==> src/rtl/latch_ctrl_pkg.sv <==
// Shared encodings and constants for the latch write arbiter.
package latch_ctrl_pkg;

  localparam int unsigned CNT_W = 4;

  typedef enum logic [1:0] {
    IDLE  = 2'd0,
    SETUP = 2'd1,
    OPEN  = 2'd2,
    HOLD  = 2'd3
  } state_e;

endpackage

==> src/rtl/latch_write_arbiter_rr_arbiter.sv <==
// Combinational round-robin picker: first set request strictly after ptr, wrapping.
module rr_arbiter #(
  parameter int unsigned N  = 4,
  parameter int unsigned IW = (N > 1) ? $clog2(N) : 1
) (
  input  logic [N-1:0]  req,
  input  logic [IW-1:0] ptr,
  output logic [N-1:0]  gnt_c,
  output logic [IW-1:0] win_c
);

  always_comb begin
    int          pos;
    logic        found;
    logic [IW-1:0] sel;
    gnt_c = '0;
    win_c = '0;
    found = 1'b0;
    pos   = 0;
    sel   = '0;
    for (int off = 1; off <= int'(N); off++) begin
      pos = int'(ptr) + off;
      if (pos >= int'(N)) pos = pos - int'(N);
      sel = IW'(pos);
      if (!found && req[sel]) begin
        found      = 1'b1;
        gnt_c[sel] = 1'b1;
        win_c      = sel;
      end
    end
  end

endmodule

==> src/rtl/latch_write_arbiter.sv <==
// Round-robin writer arbitration for a shared latch bank; sequences setup -> open -> hold
// so the latches only ever see registered, glitch-free d/en.
module latch_write_arbiter
  import latch_ctrl_pkg::*;
#(
  parameter int unsigned NREQ     = 4,
  parameter int unsigned WIDTH    = 8,
  parameter int unsigned OPEN_CYC = 1
) (
  input  logic                  clk,
  input  logic                  rst_n,
  input  logic [NREQ-1:0]       req,
  input  logic [NREQ*WIDTH-1:0] wdata,
  output logic [NREQ-1:0]       gnt,
  output logic [NREQ-1:0]       done,
  output logic [WIDTH-1:0]      lat_d,
  output logic                  lat_en,
  output logic                  busy
);

  localparam int unsigned IW = $clog2(NREQ);

  if (OPEN_CYC < 1 || OPEN_CYC > 15) begin : g_bad_open_cyc
    $error("latch_write_arbiter: OPEN_CYC must be in 1..15");
  end
  if (NREQ < 2 || NREQ > 8) begin : g_bad_nreq
    $error("latch_write_arbiter: NREQ must be in 2..8");
  end

  state_e             state_q, state_d;
  logic [CNT_W-1:0]   cnt_q, cnt_d;
  logic [IW-1:0]      ptr_q, ptr_d;
  logic [NREQ-1:0]    gnt_q, gnt_d;
  logic [NREQ-1:0]    done_q, done_d;
  logic [WIDTH-1:0]   lat_d_q, lat_d_d;
  logic               lat_en_q, lat_en_d;
  logic               busy_q, busy_d;

  logic [NREQ-1:0]    arb_gnt_c;
  logic [IW-1:0]      arb_win_c;
  logic [WIDTH-1:0]   sel_data_c;

  rr_arbiter #(.N(NREQ), .IW(IW)) u_rr (
    .req   (req),
    .ptr   (ptr_q),
    .gnt_c (arb_gnt_c),
    .win_c (arb_win_c)
  );

  // Winner's data word; only captured in IDLE.
  always_comb begin
    sel_data_c = '0;
    for (int i = 0; i < int'(NREQ); i++) begin
      if (arb_gnt_c[i]) sel_data_c = wdata[i*WIDTH +: WIDTH];
    end
  end

  always_comb begin
    state_d  = state_q;
    cnt_d    = cnt_q;
    ptr_d    = ptr_q;
    gnt_d    = gnt_q;
    done_d   = '0;
    lat_d_d  = lat_d_q;
    lat_en_d = lat_en_q;

    case (state_q)
      IDLE: begin
        if (|req) begin
          gnt_d   = arb_gnt_c;
          lat_d_d = sel_data_c;
          ptr_d   = arb_win_c;
          state_d = SETUP;
        end
      end
      SETUP: begin
        lat_en_d = 1'b1;
        cnt_d    = CNT_W'(OPEN_CYC - 1);
        state_d  = OPEN;
      end
      OPEN: begin
        if (cnt_q == '0) begin
          lat_en_d = 1'b0;
          done_d   = gnt_q;
          state_d  = HOLD;
        end else begin
          cnt_d = cnt_q - CNT_W'(1);
        end
      end
      HOLD: begin
        gnt_d   = '0;
        state_d = IDLE;
      end
      default: state_d = IDLE;
    endcase

    busy_d = (state_d != IDLE);
  end

  always_ff @(posedge clk or negedge rst_n) begin
    if (!rst_n) begin
      state_q  <= IDLE;
      cnt_q    <= '0;
      ptr_q    <= IW'(NREQ - 1);
      gnt_q    <= '0;
      done_q   <= '0;
      lat_d_q  <= '0;
      lat_en_q <= 1'b0;
      busy_q   <= 1'b0;
    end else begin
      state_q  <= state_d;
      cnt_q    <= cnt_d;
      ptr_q    <= ptr_d;
      gnt_q    <= gnt_d;
      done_q   <= done_d;
      lat_d_q  <= lat_d_d;
      lat_en_q <= lat_en_d;
      busy_q   <= busy_d;
    end
  end

  assign gnt    = gnt_q;
  assign done   = done_q;
  assign lat_d  = lat_d_q;
  assign lat_en = lat_en_q;
  assign busy   = busy_q;

endmodule

==> config.mk <==
export PLATFORM = sky130hd
export DESIGN_NAME = latch_write_arbiter
export DESIGN_NICKNAME = d
export VERILOG_FILES = /design/src/rtl/latch_ctrl_pkg.sv /design/src/rtl/latch_write_arbiter_rr_arbiter.sv /design/src/rtl/latch_write_arbiter.sv
export SDC_FILE = /design/constraint.sdc
export NUM_CORES = 1
export LEC_CHECK = 0
export ABC_AREA = 1
export CELL_PAD_IN_SITES_DETAIL_PLACEMENT = 0
export CELL_PAD_IN_SITES_GLOBAL_PLACEMENT = 1
export CORE_UTILIZATION = 35
export CTS_BUF_LIST = sky130_fd_sc_hd__clkbuf_4 sky130_fd_sc_hd__clkbuf_8
export CTS_CLUSTER_SIZE = 12
export DETAILED_ROUTE_END_ITERATION = 7
export GPL_TIMING_DRIVEN = 0
export PLACE_DENSITY = 0.82
export SYNTH_ARGS = -nofsm -noshare
export SYNTH_HDL_FRONTEND = slang
export SYNTH_SLANG_ARGS = --single-unit
==> constraint.sdc <==
create_clock -name clk -period 3.3 [get_ports clk]
set_clock_uncertainty 0.05 [all_clocks]
set_input_delay 0.66 -clock clk [delete_from_list [all_inputs] [get_ports clk]]
set_output_delay 0.66 -clock clk [all_outputs]
set_load 0.02 [all_outputs]
==> results.txt, run 1 <==
worst skew pair latency: 0.26 ns
crit path kind: reg -> reg
first-pass GRT wire length: 8197 um
Setup WS post-layout: 0.6257 ns
max cap viols: 0
Reg area: 653.1 um^2
post-route ant nets: 0
Clock Root Buffer: clkbuf_8
DRC: 0
final net count: 379
number of CTS-inserted buffers: 3
Reg2Reg Depth: 15
pre-CTS setup slack: 0.4932 ns
RR Startpoint: ptr_q[0]
Post-Synth XOR/XNOR Area: 0.8872%
Avg WL per Cell: 11.93 um
largest family of logic cells by synthesized area: simple AND/OR/NAND/NOR gates
Net Count, Synth: 319
CP startpoint kind: register
GRT Total Usage: 16.91%
Post-synth EDFFs: 0
Post-Synth Adder-Cell Area: 9.506%
die footprint: 5945 um^2
area of the mapped netlist: 1974 um^2
Iter 0 DRT Violations: 36
top cells by area, synth: dfrtp_1 (30%), nand2_1 (16%), ha_1 (9.5%), inv_1 (7.6%), a21oi_1 (6.1%)
H-tree Lvls: 1
area leader, netlist: dfrtp_1
Ys Warns: 0
Pwr per Cell Area: 1031 nW/um^2
Worst Path Required: 3.41 ns
# diodes: 0
Hold Buf Count CTS: 0
Hold Crit Class: reg -> reg
maximum vdd drop: 0.3512 mV
Synth async-reset ratio: 100.0%
routed vias/inst: 4.575
Synth Area in Compound Gates: 12.67%
1st-pass router iterations: 4
fin. max-slew vios: 0
P_sw: 1.432 mW
Sw Ratio: 52.08%
WL final: 4711 um
Gate power share: 73.7%
FMAX: 0.3739 GHz
crit share post-route: 81.04%
run status: complete, no violations
Tot Pwr: 2.750 mW
clock sinks: 26
routed via count: 1807
Setup crit end kind: register
sequential share of power: 19.0%
Syn-to-layout area delta: 35.11%
Worst Setup EP: lat_d[2]
share of cells above drive strength 1: 10.15%
largest net degree at the start of global routing: 27
syn_area_per_cell: 7.423 um^2
Initial Utilization: 37.46%
initial antenna violation count: 0
mux share of post-synthesis cell area: 0.5703%
row count: 26
crit path DAT: 2.79 ns
I/O Buffers: 55
Die Y: 77.11 um
Filler cells: 551
post-synthesis sequential area ratio: 33.08%
TritonCTS clock tree: built
RSZ-0062 raised after global routing: no
min cycle time layout: 2.674 ns
ys flop type: dfrtp_1
core area: 5270 um^2
Simple-Gate Fraction of Synth Area: 32.64%
Final setup viols: 0
flop-to-flop setup slack: 0.63 ns
leakage: 1.366 nW
cell-internal power: 1.318 mW
final-report hold violation count: 0
Clock power frac: 7.3%
Post-Syn Instances: 266
area of the multi-input gates: 1111 um^2
Total Neg Setup Slack: 0 ns
critical path peak fanout: 13
Post-synth top cells: nand2_1 (85), inv_1 (40), a21oi_1 (24), dfrtp_1 (24), nand3_1 (23)
Ports: 56
Tightest Pin Transition: 1.111 ns
DP Wirelength: 3707 um
Placer Congestion: 0.7970
count leader, synth: nand2_1
Synth cell types: 33
grt total ovfl: 0
R2R Path End: lat_d[2]
setup bufs post-CTS: 0
Setup crit start: ptr_q[0]
Die Wd: 77.11 um
post-synth top area share: 30.42%
post-synthesis register bit count: 26
worst-case clock buffer depth: 2
Post-CTS Resized: 0
Rel. slew slack: 25.69%
vias in the first global route: 1821
Clock transition at path regs: 0.08 ns
## cell usage in the layout (no fill, tap or decap), types with 4 or more instances in the layout
master,instances
nor2_1,8
inv_1,40
ha_1,15
clkdlybuf4s50_1,55
nand3_1,23
nand2_4,5
nand2_1,85
o21ai_0,7
clkbuf_8,4
a21oi_1,24
dfrtp_1,24
## cells by family after synthesis
group                    Yosys count
adder cells (fa/ha/maj)           15
XOR/XNOR                           2
multiplexers                       1
flip-flops                        26
AND/OR/NAND/NOR                  132
buffers and inverters             48
AO/OA/AOI/OAI                     42
## sequential cells by signal, summed over array words and instances, names as in the netlist
signal,count
lat_d,8
cnt_q,4
done,4
gnt,4
ptr_q,2
state_q,2
busy,1
lat_en,1
## stage by stage
stage	cell area (um^2)	std cells	hold slack (ns)	utilization, %
after floorplan	1974	266	0.3144	-
after global placement	2613	391	0.4119	49.57
after detailed placement	2613	391	0.4143	49.57
after CTS	2668	395	0.4387	50.62
after global routing	2668	395	0.4584	50.62
final	2668	395	0.4348	50.62
## power by group through the flow
stage,sequential [mW],combinational (mW),clock [mW]
after floorplan,0.618,1.39,0
after global placement,0.530,2.04,0
after detailed placement,0.531,2.06,0
after CTS,0.526,2.06,0.211
after global routing,0.540,2.31,0.222
final,0.523,2.03,0.200
## worst min-delay path by stage
stage | from | to | slack, ns | depth (start not counted)
after global placement | lat_d[7] | lat_d[7] | 0.41 | 2
after floorplan | rst_n | busy | 0.31 | 0
final | lat_d[3] | lat_d[3] | 0.43 | 2
after global routing | lat_d[3] | lat_d[3] | 0.46 | 2
after detailed placement | lat_en | lat_en | 0.41 | 2
after CTS | lat_d[3] | lat_d[3] | 0.44 | 2
## layout make-up
| cell class | count | area share, % |
|---|---|---|
| Buffer | 4 | 1.407 |
| Clock buffer | 4 | 2.064 |
| Inverter | 44 | 6.473 |
| Multi-Input combinational cell | 192 | 41.65 |
| Sequential cell | 26 | 24.48 |
| Tap cell | 70 | 3.283 |
| Timing Repair Buffer | 55 | 20.64 |
## worst max-delay path: stages, from the launching register on
cell and delay [ns]:
dfstp_2 0.59, buf_6 0.16, inv_8 0.06, ha_1 0.36, inv_1 0.14, nand3_1 0.08
nand2_1 0.10, inv_1 0.11, nand3_1 0.12, nand3_2 0.24, inv_2 0.21, nand2_1 0.08
nand2_1 0.09, nand2_1 0.06, nand2_1 0.06, nand2_1 0.05
## routing by layer
metal	global-route usage, %	routed length [um]
met4	1.132	0
met2	30.00	2133
met5	0	0
met3	3.095	260
met1	22.20	2317
No activity file was read; power rests on OpenSTA's default activity.
==> run 2: changes to the inputs <==
Clock period 3.3 ns to 2.5 ns, I/O delays scaled along.
==> results.txt, run 2 (synthesized netlist as in run 1, its figures left out) <==
run status: complete, no violations
first-pass GRT wire length: 8293 um
Tot Pwr: 4.150 mW
Pwr per Cell Area: 1447 nW/um^2
critical path peak fanout: 13
Hold Buf Count CTS: 0
crit share post-route: 94.94%
Clock transition at path regs: 0.09 ns
routed via count: 1892
row count: 26
commonest non-fill, non-tap cells in the layout: nand2_1 (83), clkdlybuf4s50_1 (55), inv_1 (36)
flop-to-flop setup slack: 0.13 ns
I/O Buffers: 55
Reg2Reg Depth: 15
fin. max-slew vios: 0
Final setup viols: 0
leakage: 1.453 nW
crit path kind: reg -> reg
TritonCTS clock tree: built
hold depth: 2
clock sinks: 26
maximum vdd drop: 0.5087 mV
Die Y: 77.11 um
share of cells above drive strength 1: 17.21%
number of CTS-inserted buffers: 3
crit path DAT: 2.49 ns
Rel. slew slack: 25.12%
die footprint: 5945 um^2
dpl cell area: 2613 um^2
Hold Crit Class: reg -> reg
Reg area: 653.1 um^2
Total Neg Setup Slack: 0 ns
core area: 5270 um^2
min cycle time layout: 2.374 ns
Iter 0 DRT Violations: 58
Filler cells: 541
final-report hold violation count: 0
worst skew pair latency: 0.26 ns
H-tree Lvls: 1
FMAX: 0.4213 GHz
vias in the first global route: 1849
post-route ant nets: 0
Hold WS: 0.4350 ns
final net count: 391
max reg flops: 8
met3 usage: 3.095%
GRT Total Usage: 17.14%
initial antenna violation count: 0
Finished Cell Area: 2869 um^2
grt total ovfl: 0
met1 usage: 22.05%
Clock Root Buffer: clkbuf_8
most common cell after layout, fill and taps aside: nand2_1
worst-case clock buffer depth: 2
Tightest Pin Transition: 1.120 ns
Placer Congestion: 0.7970
# diodes: 0
Die Wd: 77.11 um
Worst Path Required: 2.62 ns
Initial Utilization: 37.46%
Syn-to-layout area delta: 45.31%
DRC: 0
largest net degree at the start of global routing: 27
routed vias/inst: 4.649
global route hottest layer: met2
max cap viols: 0
DP Wirelength: 3707 um
Ports: 56
met2 usage: 30.98%
1st-pass router iterations: 4
WL final: 5110 um
area of the multi-input gates: 1215 um^2
CP startpoint kind: register
Setup crit end kind: register
Avg WL per Cell: 12.56 um
==> run 2: cell types whose count changed in the layout (fill, tap and decap cells not counted), moves of 2 or more <==
cell,before,now
nand3_4,1,4
inv_1,40,36
nand3_1,23,18
buf_4,0,9
nand2_2,2,4
inv_2,3,5
nand3_2,3,7
nand2_1,85,83
==> run 2: per-layer routing <==
layer  vias to the layer above  wire length (um)  share of wire, %
met5                         -                 0                 0
met4                         0                 0                 0
met3                         0               248               4.9
met2                        51              2419                47
met1                       858              2442                48
li1                        983                 -                 -
==> run 2: final cells by class <==
type | instances | area share, %
Clock buffer | 4 | 1.919
Multi-Input combinational cell | 194 | 42.35
Sequential cell | 26 | 22.76
Buffer | 4 | 1.439
Timing Repair Buffer | 65 | 22.24
Tap cell | 70 | 3.053
Inverter | 44 | 6.236
==> run 2: what timing repair did <==
| item | 4_1_cts | 5_1_grt |
|---|---|---|
| cloned | 0 | 3 |
| endpoints found under the setup margin | 8 | 10 |
| pin swaps | 0 | 6 |
| resized for setup | 4 | 17 |
| setup buffers | 2 | 7 |
==> run 2: path summary, 6_finish.rpt <==
path                       startpoint        to
max                          ptr_q[0]  lat_d[3]
min                          lat_d[3]  lat_d[3]
max reg2reg                  ptr_q[0]  lat_d[3]
min reg2reg                  lat_d[3]  lat_d[3]
max in group asynchronous       rst_n  cnt_q[1]
min in group asynchronous       rst_n  lat_d[7]
==> run 2: worst max-delay path, cell delays in order (launching register included) <==
cell     delay (ns)
dfstp_2        0.59
buf_6          0.15
inv_8          0.06
ha_4           0.30
inv_2          0.05
nand2_4        0.09
nand2_8        0.08
nor2_4         0.26
nand2_2        0.08
nand2_2        0.08
a21oi_4        0.04
nand2_4        0.10
buf_4          0.15
a21oi_1        0.06
nand2_1        0.07
nand2_1        0.05
==> run 2: metrics by stage <==
stage / instances / worst slack, ns / util, %
final: 407 / 0.1264 / 54.44
after global routing: 407 / -0.01575 / 54.44
after CTS: 397 / 0.01843 / 51.40
after detailed placement: 391 / -0.2207 / 49.57
after global placement: 391 / -0.1956 / 49.57
after floorplan: 266 / 0.1734 / -
==> run 2: power by group <==
| group | switching, mW | internal (mW) | total, mW | leakage (nW) |
|---|---|---|---|---|
| clock network | 0.124 | 0.141 | 0.264 | 0.0288 |
| registers | 0.0951 | 0.585 | 0.680 | 0.333 |
| logic | 1.89 | 1.32 | 3.21 | 1.09 |
